$ cat config.mk
export PLATFORM = sky130hd
export DESIGN_NAME = pooling_layer
export DESIGN_NICKNAME = d
export VERILOG_FILES = /design/src/rtl/pooling_layer.sv
export SDC_FILE = /design/constraint.sdc
export NUM_CORES = 1
export LEC_CHECK = 0
export ABC_AREA = 0
export ABC_CLOCK_PERIOD_IN_PS = 1900
export BUFFER_PORTS_ARGS = -buffer_cell sky130_fd_sc_hd__buf_4
export CAP_MARGIN = 5
export CORE_AREA = 2 2 179 146
export CTS_BUF_LIST = sky130_fd_sc_hd__clkbuf_2 sky130_fd_sc_hd__clkbuf_4 sky130_fd_sc_hd__clkbuf_8
export CTS_CLUSTER_DIAMETER = 80
export DETAILED_ROUTE_END_ITERATION = 7
export DIE_AREA = 0 0 181 148
export PLACE_DENSITY = 0.78
export RECOVER_POWER = 25
export SLEW_MARGIN = 15
export SYNTH_ARGS = -nofsm -noshare
export SYNTH_HDL_FRONTEND = slang
export SYNTH_SLANG_ARGS = --single-unit
$ cat constraint.sdc
create_clock -name clk -period 1.9 [get_ports clk]
set_input_delay 0.57 -clock clk [delete_from_list [all_inputs] [get_ports clk]]
set_output_delay 0.57 -clock clk [all_outputs]
set_load 0.02 [all_outputs]
$ cat src/rtl/pooling_layer.sv
// Parallel max/average pooling: pooling_units identical lanes, each reducing K*S unsigned
// pixels to one pixel through a two-stage, start_pool-gated pipeline.
module pooling_layer #(
    parameter int unsigned data_width    = 8,
    parameter int unsigned pooling_units = 4,
    parameter int unsigned K             = 2,
    parameter int unsigned S             = 2
) (
    input  logic                                                 clk,
    input  logic                                                 nrst,
    input  logic                                                 ctrl_pool,
    input  logic                                                 start_pool,
    input  logic [pooling_units-1:0][K*S-1:0][data_width-1:0]    pooling_in,
    output logic [pooling_units-1:0][data_width-1:0]             pooling_out
);

    localparam int unsigned N      = K * S;
    localparam int unsigned NP     = (N + 1) / 2;
    localparam int unsigned PW     = data_width + 1;
    localparam int unsigned LogN   = $clog2(N);
    localparam int unsigned SW     = data_width + LogN;
    localparam bit          IsPow2 = ((N & (N - 1)) == 0);

    // Window zero-padded to an even length; zero is neutral for both unsigned max and sum.
    logic [pooling_units-1:0][2*NP-1:0][data_width-1:0] padded;

    logic [pooling_units-1:0][NP-1:0][data_width-1:0] pmax_d, pmax_q;
    logic [pooling_units-1:0][NP-1:0][PW-1:0]         psum_d, psum_q;
    logic                                             mode_q;
    logic [pooling_units-1:0][data_width-1:0]         result_d, out_q;

    always_comb begin
        padded = '0;
        for (int unsigned l = 0; l < pooling_units; l++) begin
            for (int unsigned i = 0; i < N; i++) begin
                padded[l][i] = pooling_in[l][i];
            end
        end
    end

    // Stage 1: pairwise max and pairwise sum per lane.
    always_comb begin
        pmax_d = '0;
        psum_d = '0;
        for (int unsigned l = 0; l < pooling_units; l++) begin
            for (int unsigned p = 0; p < NP; p++) begin
                pmax_d[l][p] = (padded[l][2*p] > padded[l][2*p+1]) ? padded[l][2*p]
                                                                    : padded[l][2*p+1];
                psum_d[l][p] = PW'(padded[l][2*p]) + PW'(padded[l][2*p+1]);
            end
        end
    end

    // Stage 2: finish the reduction using the mode that travelled with this window.
    always_comb begin
        logic [data_width-1:0] m;
        logic [SW-1:0]         s;
        logic [SW-1:0]         avg;
        result_d = '0;
        m        = '0;
        s        = '0;
        avg      = '0;
        for (int unsigned l = 0; l < pooling_units; l++) begin
            m = pmax_q[l][0];
            s = '0;
            for (int unsigned p = 0; p < NP; p++) begin
                if (pmax_q[l][p] > m) begin
                    m = pmax_q[l][p];
                end
                s = s + SW'(psum_q[l][p]);
            end
            avg         = IsPow2 ? (s >> LogN) : (s / SW'(N));
            result_d[l] = mode_q ? m : data_width'(avg);
        end
    end

    always_ff @(posedge clk or negedge nrst) begin
        if (!nrst) begin
            pmax_q <= '0;
            psum_q <= '0;
            mode_q <= 1'b0;
            out_q  <= '0;
        end else if (start_pool) begin
            pmax_q <= pmax_d;
            psum_q <= psum_d;
            mode_q <= ctrl_pool;
            out_q  <= result_d;
        end
    end

    assign pooling_out = out_q;

endmodule

## Word-level counts from Yosys, hierarchy flattened

Index checks and enable logic that the tools add are counted.

| cells by class | value |
|---|---|
| add/subtract/negate cells | 12 |
| multiplexer cells | 16 |
| magnitude comparators | 12 |

Operator list:

| cell | number |
|---|---|
| $mux 8 | 16 |
| $gt 8x8->1 | 12 |
| $add 8x8->9 | 8 |
| $add 9x9->10 | 4 |

| storage, ports and cells | value |
|---|---|
| register bits | 169 |
| word-level logic and storage cells | 61 |

## Logic depth before layout (Yosys ltp)

| logic depth | value |
|---|---|
| depth after elaboration | 3 |
| gate-level depth with buffers | 9 |
| gate-level depth less buffers | 8 |

## Worst setup path after synthesis

No wires, ideal clock.

| path | value |
|---|---|
| path type | input-to-reg |
| start point | in pooling_in[16] (netlist name) |
| end point | reg psum_q[15] (netlist name) |
| slack | -0.288 ns |
| stages on the path | 8 |
| required time | 1.818 ns |
| data arrival time | 2.106 ns |
| path through | ha_1 -> fa_1 -> nor2b_1 -> o21a_1 -> o21bai_1 -> a21oi_1 -> or3_1 -> a31oi_1 |

| on the way | value |
|---|---|
| cells in the longest elaborated chain, start to end | 1 |

RTL lines:

| element | RTL line | text |
|---|---|---|
| start, declared | 13 | `input logic [pooling_units-1:0][K*S-1:0][data_width-1:0] pooling_in,` |
| $add 8x8->9 | 49 | `psum_d[l][p] = PW'(padded[l][2*p]) + PW'(padded[l][2*p+1]);` |
| end signal, assigned | 85 | `psum_q <= psum_d;` |
| end, declared | 28 | `logic [pooling_units-1:0][NP-1:0][PW-1:0] psum_d, psum_q;` |

No other way between the ends.
A chain may end at the register's enable or synchronous reset.

## Worst setup path after layout

| path | value |
|---|---|
| start point | reg pmax_q[6] (netlist name) |
| end point | reg out_q (netlist bit pooling_out[4]) |

| on the way | value |
|---|---|
| cells in the longest elaborated chain, start to end | 3 |

RTL lines:

| element | RTL line | text |
|---|---|---|
| start, declared | 27 | `logic [pooling_units-1:0][NP-1:0][data_width-1:0] pmax_d, pmax_q;` |
| start signal, assigned | 84 | `pmax_q <= pmax_d;` |
| $gt 8x8->1 | 67 | `if (pmax_q[l][p] > m) begin` |
| $mux 8 | 67 |  |
| $mux 8 | 73 | `result_d[l] = mode_q ? m : data_width'(avg);` |
| end signal, assigned | 87 | `out_q <= result_d;` |
| end, declared | 30 | `logic [pooling_units-1:0][data_width-1:0] result_d, out_q;` |

No other way between the ends.

==> impl_metrics.json <==
{
  "status": "finished with violations",
  "violations": "setup timing",
  "die_x_microns": 181,
  "avgSynthCellArea_sq_um": 8.90,
  "instances_no_fill": 2342,
  "numCtsBuffers": 17,
  "core-area_sq_um": 25000,
  "root_buffer": "clkbuf_8",
  "seqPwrFrac_pct": 30.5,
  "synth_top_flop_cell": "dfrtp_1",
  "via_count": 13615,
  "ios": 164,
  "power.switching_mw": 6.39,
  "fp.dieH_microns": 148,
  "ctsHoldBuffers": 0,
  "dieArea_sq_um": 26800,
  "vdd_drop_max_uv": 760,
  "setup_violations": 32,
  "timing.final.ws_setup_ns": -0.220,
  "clk_path_buf_depth": 2,
  "synth-edff-count": 0,
  "ys_seq_elements": 169,
  "synth_top_area_share_pct": 31.3,
  "post-place-cells": 2293,
  "finalCritPeriodShare_pct": 112,
  "viasPerCell": 5.81,
  "period_minus_slack_ns": 2.12,
  "finClkSkew_ns": 0.0136,
  "timing.fmax_mhz": 472,
  "track_usage_pct": 29.9,
  "arrival_ns": 2.49,
  "htree_levels": 4,
  "finalHoldViolCount": 0,
  "worstSetupEndpointType": "flop",
  "ant_nets": 0,
  "wl_per_cell_microns": 18.2,
  "cpPeakStageDelay_ns": 0.41,
  "synth_commonest_cells": "ha_1 (192), dfrtp_1 (169), nor2_1 (166)",
  "drc": 0,
  "path_max_fanout": 3,
  "wirelength_microns": 42500,
  "syn2layout_area_growth_pct": 45.4,
  "clkSinkCount": 169,
  "finish.utilization_pct": 78.7,
  "seq_area_frac_synth_pct": 31.3,
  "critPathRequiredTime_ns": 2.27,
  "clk_latency_ns": 0.49,
  "p_total_mw": 16.1,
  "rsz0062_at_grt": "true",
  "synth_cell_type_count": 61,
  "worst_slew_pin_slew_ns": 1.26,
  "layout-drive-gt1-share_pct": 39.1,
  "start_util_pct": 54.2,
  "critPathKind": "flop to flop",
  "drt_first_iter_violations": 950,
  "syn_nets": 1852,
  "leakagePower_nw": 9.41,
  "antenna_found_initial": 0,
  "slew_violations": 0,
  "pwr-share-comb_pct": 53.2,
  "grt_pass1_vias": 13557,
  "synth_area_leaders": "dfrtp_1 (31%), ha_1 (18%), a21oi_1 (5.8%)",
  "worstSetupStartpointType": "flop",
  "synthArstFlopShare_pct": 100,
  "grt_pass1_wl_microns": 65200,
  "path_cells": "inv_2 -> ha_4 -> a21o_1 -> a21oi_2 -> buf_4 -> a21oi_4 -> nand2_2 -> mux2_4 -> a221o_1",
  "gp_congestion": 0.941,
  "netlist_area_sq_um": 13500,
  "synth_top_area_cell": "dfrtp_1",
  "clkPwrFrac_pct": 16.3,
  "hpwl_microns": 31000,
  "powerDensity_nw_per_um2": 817,
  "grt_max_degree": 56,
  "gr-total-overflow": 0,
  "tns_ns": -3.34,
  "power.share.switching_pct": 39.8,
  "rows": 52,
  "synthCells": 1520,
  "fillers": 1652,
  "yosysWarnings": 0,
  "yosys.cell_count.top_type": "ha_1",
  "power.internal_mw": 9.68,
  "port_buffers": 163,
  "hold_class": "input pin to flop",
  "diodes": 0,
  "max_slew_margin_pct": 16.0,
  "path_clk_slew_ns": 0.10,
  "detail_route.first_pass.iterations": 5,
  "nets": 2338,
  "drv_cap": 0,
  "cts_tree": "yes",
  "slowest_stage": "dfrtp_1"
}
## stage by stage
stage	area (sq um)	worst slack (ns)	hold slack, ns
after floorplan	14400	-0.187	0.274
after global placement	18400	-0.464	0.489
after detailed placement	18400	-0.471	0.493
after CTS	19200	-0.179	0.0184
after global routing	19700	-0.279	0.320
final	19700	-0.220	0.324
## cells in the final DEF (no fill, tap or decap), types with 15 or more instances in the layout
master / instances
inv_1: 119
ha_4: 57
o21ai_0: 56
nand3_1: 32
clkbuf_8: 18
xor2_1: 15
o21bai_1: 26
a21oi_1: 130
mux2_2: 16
or3_1: 32
buf_4: 486
nor2b_1: 15
nor2_1: 166
xnor2_1: 26
mux2i_1: 61
o21ai_2: 19
a31oi_1: 49
a21oi_2: 25
ha_1: 134
a21o_1: 32
dfrtp_1: 169
nand2_1: 38
## worst max-delay path: cells and delay by family, from the launching register on
family / cells / cell delay (ns)
AND/OR/NAND/NOR: 1 / 0.09
multiplexers: 1 / 0.31
flip-flops: 1 / 0.41
buffers and inverters: 2 / 0.25
adder cells (fa/ha/maj): 1 / 0.20
AO/OA/AOI/OAI: 4 / 0.73
## path summary, 6_finish.rpt
check	from	end	slack [ns]	depth (start not counted)
worst max-delay path	pmax_q[6]$_DFFE_PN0P_	pooling_out[4]$_DFFE_PN0P_	-0.22	9
worst min register to register	pooling_out[16]$_DFFE_PN0P_	pooling_out[16]$_DFFE_PN0P_	0.52	1
max in group asynchronous	nrst	pooling_out[13]$_DFFE_PN0P_	0.24	2
worst min-delay path	ctrl_pool	mode_q$_DFFE_PN0P_	0.32	3
min in group asynchronous	nrst	pmax_q[50]$_DFFE_PN0P_	0.33	1
worst max register to register	pmax_q[6]$_DFFE_PN0P_	pooling_out[4]$_DFFE_PN0P_	-0.22	9
## layer usage
layer / GRT usage, % / vias to the layer above / routed length [microns]
li1: - / 6407 / -
met1: 39.4 / 6607 / 18400
met2: 51.2 / 490 / 20900
met3: 5.12 / 111 / 2170
met4: 8.09 / 0 / 1060
met5: 0 / - / 0
## registers in the layout, indices dropped and copies added (netlist names)
signal / flops
psum_q: 72
pmax_q: 64
pooling_out: 32
mode_q: 1
## logic make-up after synthesis
logic type,count (synthesis),synth area share (%)
XOR/XNOR,41,2.65
buffers and inverters,185,5.21
AND/OR/NAND/NOR,397,14.7
adder cells (fa/ha/maj),200,18.9
flip-flops,169,31.3
multiplexers,87,6.64
AO/OA/AOI/OAI,441,20.6
## layout make-up
cell class                      instances  area (sq um)  area share, %
Multi-Input combinational cell       1166         10000           51.1
Sequential cell                       169          4230           21.5
Inverter                              142           633           3.22
Clock inverter                         14           149          0.757
Timing Repair Buffer                  510          3980           20.2
Tap cell                              324           405           2.06
Clock buffer                           17           234           1.19
## power by group through the flow
| stage | clock, mW | combinational, mW | sequential [mW] |
|---|---|---|---|
| finish | 2.62 | 8.55 | 4.90 |
| CTS | 2.62 | 7.70 | 4.85 |
| global placement | 0 | 6.94 | 4.87 |
| floorplan | 0 | 3.88 | 5.07 |
| detailed placement | 0 | 7.24 | 4.90 |
| global route | 2.79 | 9.16 | 4.96 |
## what timing repair did
| item | CTS | global route |
|---|---|---|
| endpoints found under the setup margin | 31 | 39 |
| resized for setup | 66 | 89 |
| pin swaps | 68 | 75 |
| buffers inserted | 9 | 10 |
(Power assumes the default switching activity.)
